**config.mk**
```make
export PLATFORM = sky130hd
export DESIGN_NAME = hazard_ctrl
export DESIGN_NICKNAME = d
export VERILOG_FILES = /design/src/rtl/hazard_pkg.sv /design/src/rtl/hazard_ctrl_md_busy_timer.sv /design/src/rtl/hazard_ctrl.sv
export SDC_FILE = /design/constraint.sdc
export NUM_CORES = 1
export LEC_CHECK = 0
export ABC_AREA = 1
export ABC_CLOCK_PERIOD_IN_PS = 1910
export CAP_MARGIN = 15
export CORE_AREA = 2 2 90 92
export DETAILED_ROUTE_END_ITERATION = 10
export DIE_AREA = 0 0 92 94
export PLACE_DENSITY = 0.67
export SLEW_MARGIN = 10
export SYNTH_ARGS = -nofsm -noshare
export SYNTH_HDL_FRONTEND = slang
export SYNTH_SLANG_ARGS = --single-unit
```
**constraint.sdc**
```tcl
create_clock -name clk -period 1.91 [get_ports clk]
set_input_delay 0.382 -clock clk [delete_from_list [all_inputs] [get_ports clk]]
set_output_delay 0.382 -clock clk [all_outputs]
set_load 0.03 [all_outputs]
```
**src/rtl/hazard_pkg.sv**
```systemverilog
// Shared constants, busy-FSM encoding and the register-hit helper for the hazard unit.
// Pure declarations: no latency, no flow control.
package hazard_pkg;
   localparam int MULT_LAT_DEF = 5;
   localparam int DIV_LAT_DEF  = 10;
   localparam logic [4:0] REG_ZERO = 5'd0;

   typedef enum logic {
      IDLE = 1'b0,
      BUSY = 1'b1
   } md_state_e;

   // Register $0 is hardwired, so a write to it can never create a dependency.
   function automatic logic reg_hit(input logic [4:0] wa,
                                    input logic [4:0] rs,
                                    input logic [4:0] rt,
                                    input logic       use_rs,
                                    input logic       use_rt);
      return (wa != REG_ZERO) && ((use_rs && (rs == wa)) || (use_rt && (rt == wa)));
   endfunction
endpackage

```
**src/rtl/hazard_ctrl_md_busy_timer.sv**
```systemverilog
// Busy countdown for the multi-cycle HI/LO unit; md_busy rises the cycle after a start
// and stays up for exactly LAT cycles. Starts while busy are dropped and flagged in md_err.
module md_busy_timer
   import hazard_pkg::*;
#(
   parameter int MULT_LAT = MULT_LAT_DEF,
   parameter int DIV_LAT  = DIV_LAT_DEF,
   parameter int CNT_W    = 4
) (
   input  logic clk,
   input  logic reset,
   input  logic md_start_E,
   input  logic md_div_E,
   output logic md_busy,
   output logic md_err
);
   md_state_e        state_q;
   logic [CNT_W-1:0] cnt_q;
   logic             busy_q;
   logic             err_q;
   logic [CNT_W-1:0] lat_d;

   assign lat_d = md_div_E ? CNT_W'(DIV_LAT) : CNT_W'(MULT_LAT);

   always_ff @(posedge clk or posedge reset) begin
      if (reset) begin
         state_q <= IDLE;
         cnt_q   <= '0;
         busy_q  <= 1'b0;
         err_q   <= 1'b0;
      end else begin
         case (state_q)
            IDLE: begin
               if (md_start_E) begin
                  state_q <= BUSY;
                  cnt_q   <= lat_d;
                  busy_q  <= 1'b1;
               end
            end
            BUSY: begin
               // A second start cannot be honoured; keep the running op's timing.
               if (md_start_E)
                  err_q <= 1'b1;
               if (cnt_q == CNT_W'(1)) begin
                  state_q <= IDLE;
                  cnt_q   <= '0;
                  busy_q  <= 1'b0;
               end else begin
                  cnt_q <= cnt_q - CNT_W'(1);
               end
            end
            default: begin
               state_q <= IDLE;
               cnt_q   <= '0;
               busy_q  <= 1'b0;
            end
         endcase
      end
   end

   assign md_busy = busy_q;
   assign md_err  = err_q;
endmodule

```
**src/rtl/hazard_ctrl.sv**
```systemverilog
// Load-use, branch-operand and HI/LO hazard detection for the 5-stage core.
// Stall/bubble decision is combinational (zero latency); stall_cnt saturates.
module hazard_ctrl
   import hazard_pkg::*;
#(
   parameter int MULT_LAT = MULT_LAT_DEF,
   parameter int DIV_LAT  = DIV_LAT_DEF,
   parameter int CNT_W    = 4
) (
   input  logic        clk,
   input  logic        reset,
   input  logic [4:0]  rs_D,
   input  logic [4:0]  rt_D,
   input  logic        use_rs_D,
   input  logic        use_rt_D,
   input  logic        branch_D,
   input  logic        md_D,
   input  logic [4:0]  wa_E,
   input  logic        RegWrite_E,
   input  logic        load_E,
   input  logic [4:0]  wa_M,
   input  logic        load_M,
   input  logic        md_start_E,
   input  logic        md_div_E,
   output logic        stall_F,
   output logic        stall_D,
   output logic        clr_E,
   output logic        md_busy,
   output logic        md_err,
   output logic [31:0] stall_cnt
);
   logic        hit_E;
   logic        hit_M;
   logic        lu_haz;
   logic        br_haz;
   logic        md_haz;
   logic        stall;
   logic [31:0] stall_cnt_q;
   logic [31:0] stall_cnt_d;

   md_busy_timer #(
      .MULT_LAT (MULT_LAT),
      .DIV_LAT  (DIV_LAT),
      .CNT_W    (CNT_W)
   ) u_timer (
      .clk        (clk),
      .reset      (reset),
      .md_start_E (md_start_E),
      .md_div_E   (md_div_E),
      .md_busy    (md_busy),
      .md_err     (md_err)
   );

   assign hit_E  = reg_hit(wa_E, rs_D, rt_D, use_rs_D, use_rt_D);
   assign hit_M  = reg_hit(wa_M, rs_D, rt_D, use_rs_D, use_rt_D);

   // A branch behind a load stalls twice: once with the load in E, once with it in M.
   assign lu_haz = load_E && RegWrite_E && hit_E;
   assign br_haz = branch_D && ((RegWrite_E && hit_E) || (load_M && hit_M));
   assign md_haz = md_D && (md_start_E || md_busy);
   assign stall  = lu_haz | br_haz | md_haz;

   assign stall_F = stall;
   assign stall_D = stall;
   assign clr_E   = stall;

   assign stall_cnt_d = (stall && (stall_cnt_q != 32'hFFFF_FFFF)) ? stall_cnt_q + 32'd1
                                                                    : stall_cnt_q;

   always_ff @(posedge clk or posedge reset) begin
      if (reset)
         stall_cnt_q <= '0;
      else
         stall_cnt_q <= stall_cnt_d;
   end

   assign stall_cnt = stall_cnt_q;
endmodule

```
### Word level (Yosys, flattened, before mapping)

Cells that the tools add are included.

* add/subtract/negate cells: 2
* eq/ne operators: 8
* muxes and demuxes: 10
* bitwise operators: 3
* reductions and logical operators: 21

Operator list (number)
* adder 32 x 1 -> 32 bit (second input constant): 1
* inequality test 32 bit (second input constant): 1
* equality test 5 bit: 4
* logical AND 1 bit: 13
* 2-to-1 mux 4 bit: 3
* nonzero test 5 bit: 2
* case mux 4 bit (2 select lines): 1
* equality test 4 x 1 -> 1 bit (second input constant): 1
* logical OR 1 bit: 4
* 2-to-1 mux 1 bit: 4
* inequality test 2 bit (second input constant): 2
* case mux 1 bit (2 select lines): 2
* AND reduction 2 bit: 2
* subtractor 4 x 1 -> 4 bit (second input constant): 1
* bitwise OR 1 bit: 2
* NOT 1 bit: 1

* bits in registers: 39
* input bits: 31
* output and inout bits: 37
* word-level logic and storage cells: 49

### Longest topological paths before layout

Gate-level depths: netlist (run 1).

* depth after elaboration: 10
* depth in mapped cells: 14
* mapped depth without buffers: 13

### Hierarchy

From an unflattened synthesis (run 1), not the netlist that was laid out.

* cells, all modules: 455
* area total of the unflattened synthesis: 2927.8 um2

Modules (own cells, without submodules)
* hazard_ctrl: instances 1, cells each 408, area each 2553.7 um2, seq. area each 800.8 um2
* md_busy_timer: instances 1, cells each 47, area each 374.1 um2, seq. area each 175.2 um2

### Worst setup path before layout (run 1)

Ideal clock, no wire load.

* kind: register to register
* from: register stall_cnt_q[1], in the netlist stall_cnt[1]
* to: register stall_cnt_q[18], in the netlist stall_cnt[18]
* arrival time: 1864 ps
* required time: 1791 ps
* slack: -73 ps
* cell stages (with the launch flop): 13
* clock period less this slack: 1983 ps
* cells stage by stage: dfrtp_1 ha_1 nand3_2 inv_2 nand2_4 nor2_4 nand2_2 nor2_2 nand3_2 buf_6 buf_8 nand3_1 nand2_1

* word-level cells in the longest chain between the ends: 2

RTL lines
* start, declared: line hazard_ctrl.sv:38 `logic [31:0] stall_cnt_q;`
* start signal, assigned: line hazard_ctrl.sv:74 `stall_cnt_q <= stall_cnt_d;`
* parallel branches: the longest is 2 deep, another holds adder 32 x 1 -> 32 bit

Several ways; the timed one is not identified.
A chain may end at the register's enable or synchronous reset.

### Final worst setup path (run 1)

* from: register stall_cnt_q[3], in the netlist stall_cnt[3]
* to: output stall_cnt[3]

RTL lines
* end, declared: line hazard_ctrl.sv:30 `output logic [31:0] stall_cnt`

No word-level cell between the ends.

==> flow_summary.ini, run 1 <==
[outcome]
status = completed

[routing]
vias = 3115
firstDrtPassIters = 5
via_per_inst = 4.74
detail_route.wl_per_cell_um = 12.0
wl_um = 7880
antenna_left = 0
drc_errors = 0
drt_iter0_drc = 191

[sta]
tightest_slew_ps = 522
max_clock_freq_mhz = 535
max-slew-margin-rel = 0.652
fin_crit_ps = 1870
setup_viol = 0
slew_violations = 0
min_period_over_period = 0.979
skew_ps = 10.2
finalHoldViolCount = 0
rsz0062_at_grt = no

[power_and_ir_drop]
ir_worst_vdd_mv = 0.427
leakagePower_nw = 2.12
power_density_nw_per_um2 = 735

[global_routing]
grt_max_degree = 40
track_usage = 0.187
grt_pass1_vias = 2896
antenna_found_initial = 0
grt_overflow = 0
grt_pass1_wl_um = 13300

[worst_setup_path]
cp_max_fo = 4
crit_slowest_cell = clkdlybuf4s50_1
worstSetupPathType = reg -> out
critPathRequiredTime_ps = 1530
ff2ff_path_depth = 8
cp.arrival_ps = 1490
path_delay_family = buffers and inverters
crit_chain = buf_4 -> clkdlybuf4s50_1
end_kind = output pin
crit_buf_inv = 2
startpoint_type = flop
max_stage_delay_ps = 660
cp.depth = 2

[final_layout]
drive_gt1_frac = 0.189
final_nets = 588
antennaDiodeCount = 0
area_delta_synth_final_pct = 34.1
n_fill_cell = 781
multi_input_area_um2 = 1740
area.sequential_um2 = 978
design_area_um2 = 4030
utilization = 0.530
final_common_cell = nand2_1
final_cell_mix = nand2_1, inv_1, nor2_1

[logic_synthesis]
syn_area_per_cell_um2 = 6.52
yosys_warnings = 0
synthesis.area_um2 = 3010
ys_seq_elements = 39
syn_inst = 461
synth-seq-area-share = 0.325
synth_cell_types = 29
syn_nets = 495

[placed_design]
post_dp_cell_area_um2 = 3940
hpwl_um = 6130
port_buffers = 67
finalWeightedCongestion = 0.939

[floorplan]
dieHeight_um = 94
die_w_um = 92
core_area_um2 = 7610
dieArea_um2 = 8650
row_count = 32
start_util = 0.395
io_pins = 68

[clock_tree]
clock_path_buffers = 2
cts_tree = done
root_buffer = clkbuf_8
insertion_delay_ps = 290
htree_levels = 2
cts_buffers = 5
clk_pin_slew_ps = 80
cts_sinks = 39
cts_hold_buf = 0

[min_path]
hp-class = reg -> reg
hold-path-cell-count = 1

[flow_run]
drv_cap = 0
[per-stage QoR]
stage	total power [mW]	cells	setup WS [ps]	hold slack [ps]	setup TNS, ps
final	2.96	657	40.4	458	0
after detailed placement	2.25	646	-415	443	-12150
after floorplan	1.78	461	37.4	503	0
after global routing	3.15	657	6.05	503	0
after CTS	3.00	656	15.0	463	0
after global placement	2.22	646	-395	450	-10940
[where the power goes]
group | internal [mW] | total [mW] | switching (mW)
combinational | 0.507 | 1.19 | 0.678
sequential | 0.950 | 1.05 | 0.102
clock | 0.423 | 0.724 | 0.301
total | 1.88 | 2.96 | 1.08
[timing repair]
item                       in CTS  in global routing
setup buffers                   2                  0
cloned                          0                  1
setup endpoints to repair      35                 31
resized for setup              39                 46
pin swaps                       5                 10
[cells by family after synthesis]
kind of cell,share of synthesized area
AOI/OAI and AO/OA,0.0250
xor gates and xnor gates,0.0612
adders and majority gates,0.0125
buffers and inverters,0.112
DFF,0.325
and+or+nand+nor,0.465
[metal layers]
layer / global-route usage / up-vias / routed length, um
li1: - / 1613 / -
met1: 0.260 / 1419 / 3740
met2: 0.311 / 76 / 3700
met3: 0.0273 / 7 / 384
met4: 0.0423 / 0 / 66
met5: 0 / - / 0
[synth_stat cells]
master,number,share of area
or2_2,1,0.0021
nand2_1,178,0.22
buf_6,2,0.0075
a22oi_1,1,0.0025
o21ai_0,7,0.012
nor3_4,1,0.0054
a22o_1,1,0.0029
a21o_1,1,0.0025
inv_1,65,0.081
nand3_2,20,0.067
nor2_4,1,0.0037
xnor2_1,6,0.017
nor2_1,46,0.057
nand2_4,1,0.0037
nor3_1,13,0.022
inv_2,1,0.0012
nor4_1,1,0.0021
a21oi_1,2,0.0033
dfrtp_1,39,0.32
o22ai_1,1,0.0021
nand2_2,2,0.0042
buf_4,4,0.010
buf_8,1,0.0050
nand4_1,6,0.012
buf_2,4,0.0067
nor2_2,1,0.0021
ha_1,3,0.012
nand3_1,37,0.062
xor2_1,15,0.044
[state kept, by name (all words and copies together) (netlist names)]
register         count
stall_cnt           32
u_timer.cnt_q        4
u_timer.state_q      1
u_timer.md_busy      1
u_timer.md_err       1
[final timing paths]
path / from / endpoint / slack (ps)
setup / recovery: stall_cnt[3] / stall_cnt[3] / 40
hold / removal: u_timer.md_err / u_timer.md_err / 460
setup reg to reg: stall_cnt[3] / stall_cnt[23] / 120
hold reg to reg: u_timer.md_err / u_timer.md_err / 460
max in group asynchronous: reset / stall_cnt[1] / 1000
min in group asynchronous: reset / stall_cnt[4] / 520
[layout make-up]
type / instances / area share
multi-input cells: 346 / 0.432
flip-flops and latches: 39 / 0.243
repair buffers: 96 / 0.203
inverters: 66 / 0.0615
well taps: 102 / 0.0317
clock buffers: 6 / 0.0205
clock inverters: 2 / 0.00869
Note: power is estimated with default switching activity, not from simulation.
==> run 2: changes to the inputs <==
Settings changed: CORE_AREA 2 2 90 92 to 2 2 80 82, DIE_AREA 0 0 92 94 to 0 0 82 84, PLACE_DENSITY 0.67 to 0.82.
==> flow_summary.ini, run 2 (synthesis results as in run 1) <==
[sta]
setup_ws_ps = 53.6
tightest_slew_ps = 488
min_period_over_period = 0.972
fin_crit_ps = 1860
rsz0062_at_grt = yes
finalHoldViolCount = 0
skew_ps = 6.81
slew_violations = 0
setup_viol = 0
max_clock_freq_mhz = 539
max-slew-margin-rel = 0.674

[routing]
drc_errors = 0
antenna_left = 0
via_per_inst = 5.21
firstDrtPassIters = 5
drt_iter0_drc = 236
wl_um = 8010
vias = 3259
detail_route.wl_per_cell_um = 12.8

[worst_setup_path]
worstSetupPathType = reg -> out
max_stage_delay_ps = 710
crit_slowest_cell = clkdlybuf4s50_1
cp_max_fo = 6
path_delay_family = buffers and inverters
crit_buf_inv = 1
cp.arrival_ps = 1470
startpoint_type = flop
crit_chain = clkdlybuf4s50_1
critPathRequiredTime_ps = 1530
end_kind = output pin

[final_layout]
antennaDiodeCount = 0
area_delta_synth_final_pct = 32.1
final_common_cell = nand2_1
largest_reg_flops = 32
design_area_um2 = 3970
drive_gt1_frac = 0.182
final_cell_mix = nand2_1, inv_1, nor2_1
final_nets = 582
n_fill_cell = 581
stdcell_count = 626

[floorplan]
die_w_um = 82
row_count = 29
io_pins = 68
dieArea_um2 = 6890
core_area_um2 = 6100
dieHeight_um = 84
start_util = 0.493

[min_path]
hp-class = reg -> reg

[power_and_ir_drop]
power.total_mw = 2.96
leakagePower_nw = 2.10
power_density_nw_per_um2 = 745
ir_worst_vdd_mv = 0.640

[placed_design]
place_ws_ps = -423
dpl.cell_count = 615
hpwl_um = 6090
port_buffers = 67
finalWeightedCongestion = 0.970
post_dp_cell_area_um2 = 3870

[clock_tree]
cts_buffers = 5
clock_path_buffers = 2
insertion_delay_ps = 290
htree_levels = 2
clk_pin_slew_ps = 70
root_buffer = clkbuf_8
cts_sinks = 39
cts_tree = done

[global_routing]
grt_pass1_vias = 3083
antenna_found_initial = 0
grt_overflow = 0
grt_pass1_wl_um = 13400
track_usage = 0.242
grt_max_degree = 40

[flow_run]
drv_cap = 0

[outcome]
status = completed
run 2: final timing paths:
check / cells after the start / from / slack (ps) / end
min in group asynchronous: 3 / reset / 510 / stall_cnt[4]
hold / removal: 1 / u_timer.md_err / 480 / u_timer.md_err
setup / recovery: 1 / stall_cnt[23] / 50 / stall_cnt[23]
max in group asynchronous: 3 / reset / 1040 / stall_cnt[1]
hold reg to reg: 1 / u_timer.md_err / 480 / u_timer.md_err
setup reg to reg: 7 / stall_cnt[6] / 110 / stall_cnt[23]
run 2: layer usage:
metal  wire, um  track usage
met5          0            0
met4        129       0.0667
met3        415       0.0390
met2       3970        0.397
met1       3490        0.326
run 2: metrics by stage:
step                      hold slack [ps]  utilization  setup TNS (ps)
after floorplan                       503            -               0
after global placement                456        0.634          -11510
after detailed placement              467        0.634          -12000
after CTS                             485        0.655               0
after global routing                  514        0.652           -40.7
final                                 481        0.652               0
run 2: timing repair:
item	CTS	global route
cloned	0	1
setup endpoints to repair	33	34
setup buffers	1	1
hold buffers	0	0
resized for setup	33	55
pin swaps	3	10
run 2: layout make-up:
| cell class | instances | area, um2 | share of cell area |
|---|---|---|---|
| Clock inverter | 2 | 35.0 | 0.00882 |
| Clock buffer | 6 | 82.6 | 0.0208 |
| Inverter | 66 | 248 | 0.0624 |
| Tap cell | 77 | 96.3 | 0.0243 |
| Multi-Input combinational cell | 346 | 1750 | 0.440 |
| Timing Repair Buffer | 90 | 785 | 0.197 |
| Sequential cell | 39 | 978 | 0.246 |
run 2: power by group:
part           leakage [nW]  internal [mW]  switching, mW
sequential            0.517          0.950          0.102
clock                0.0612          0.423          0.302
combinational          1.52          0.493          0.689
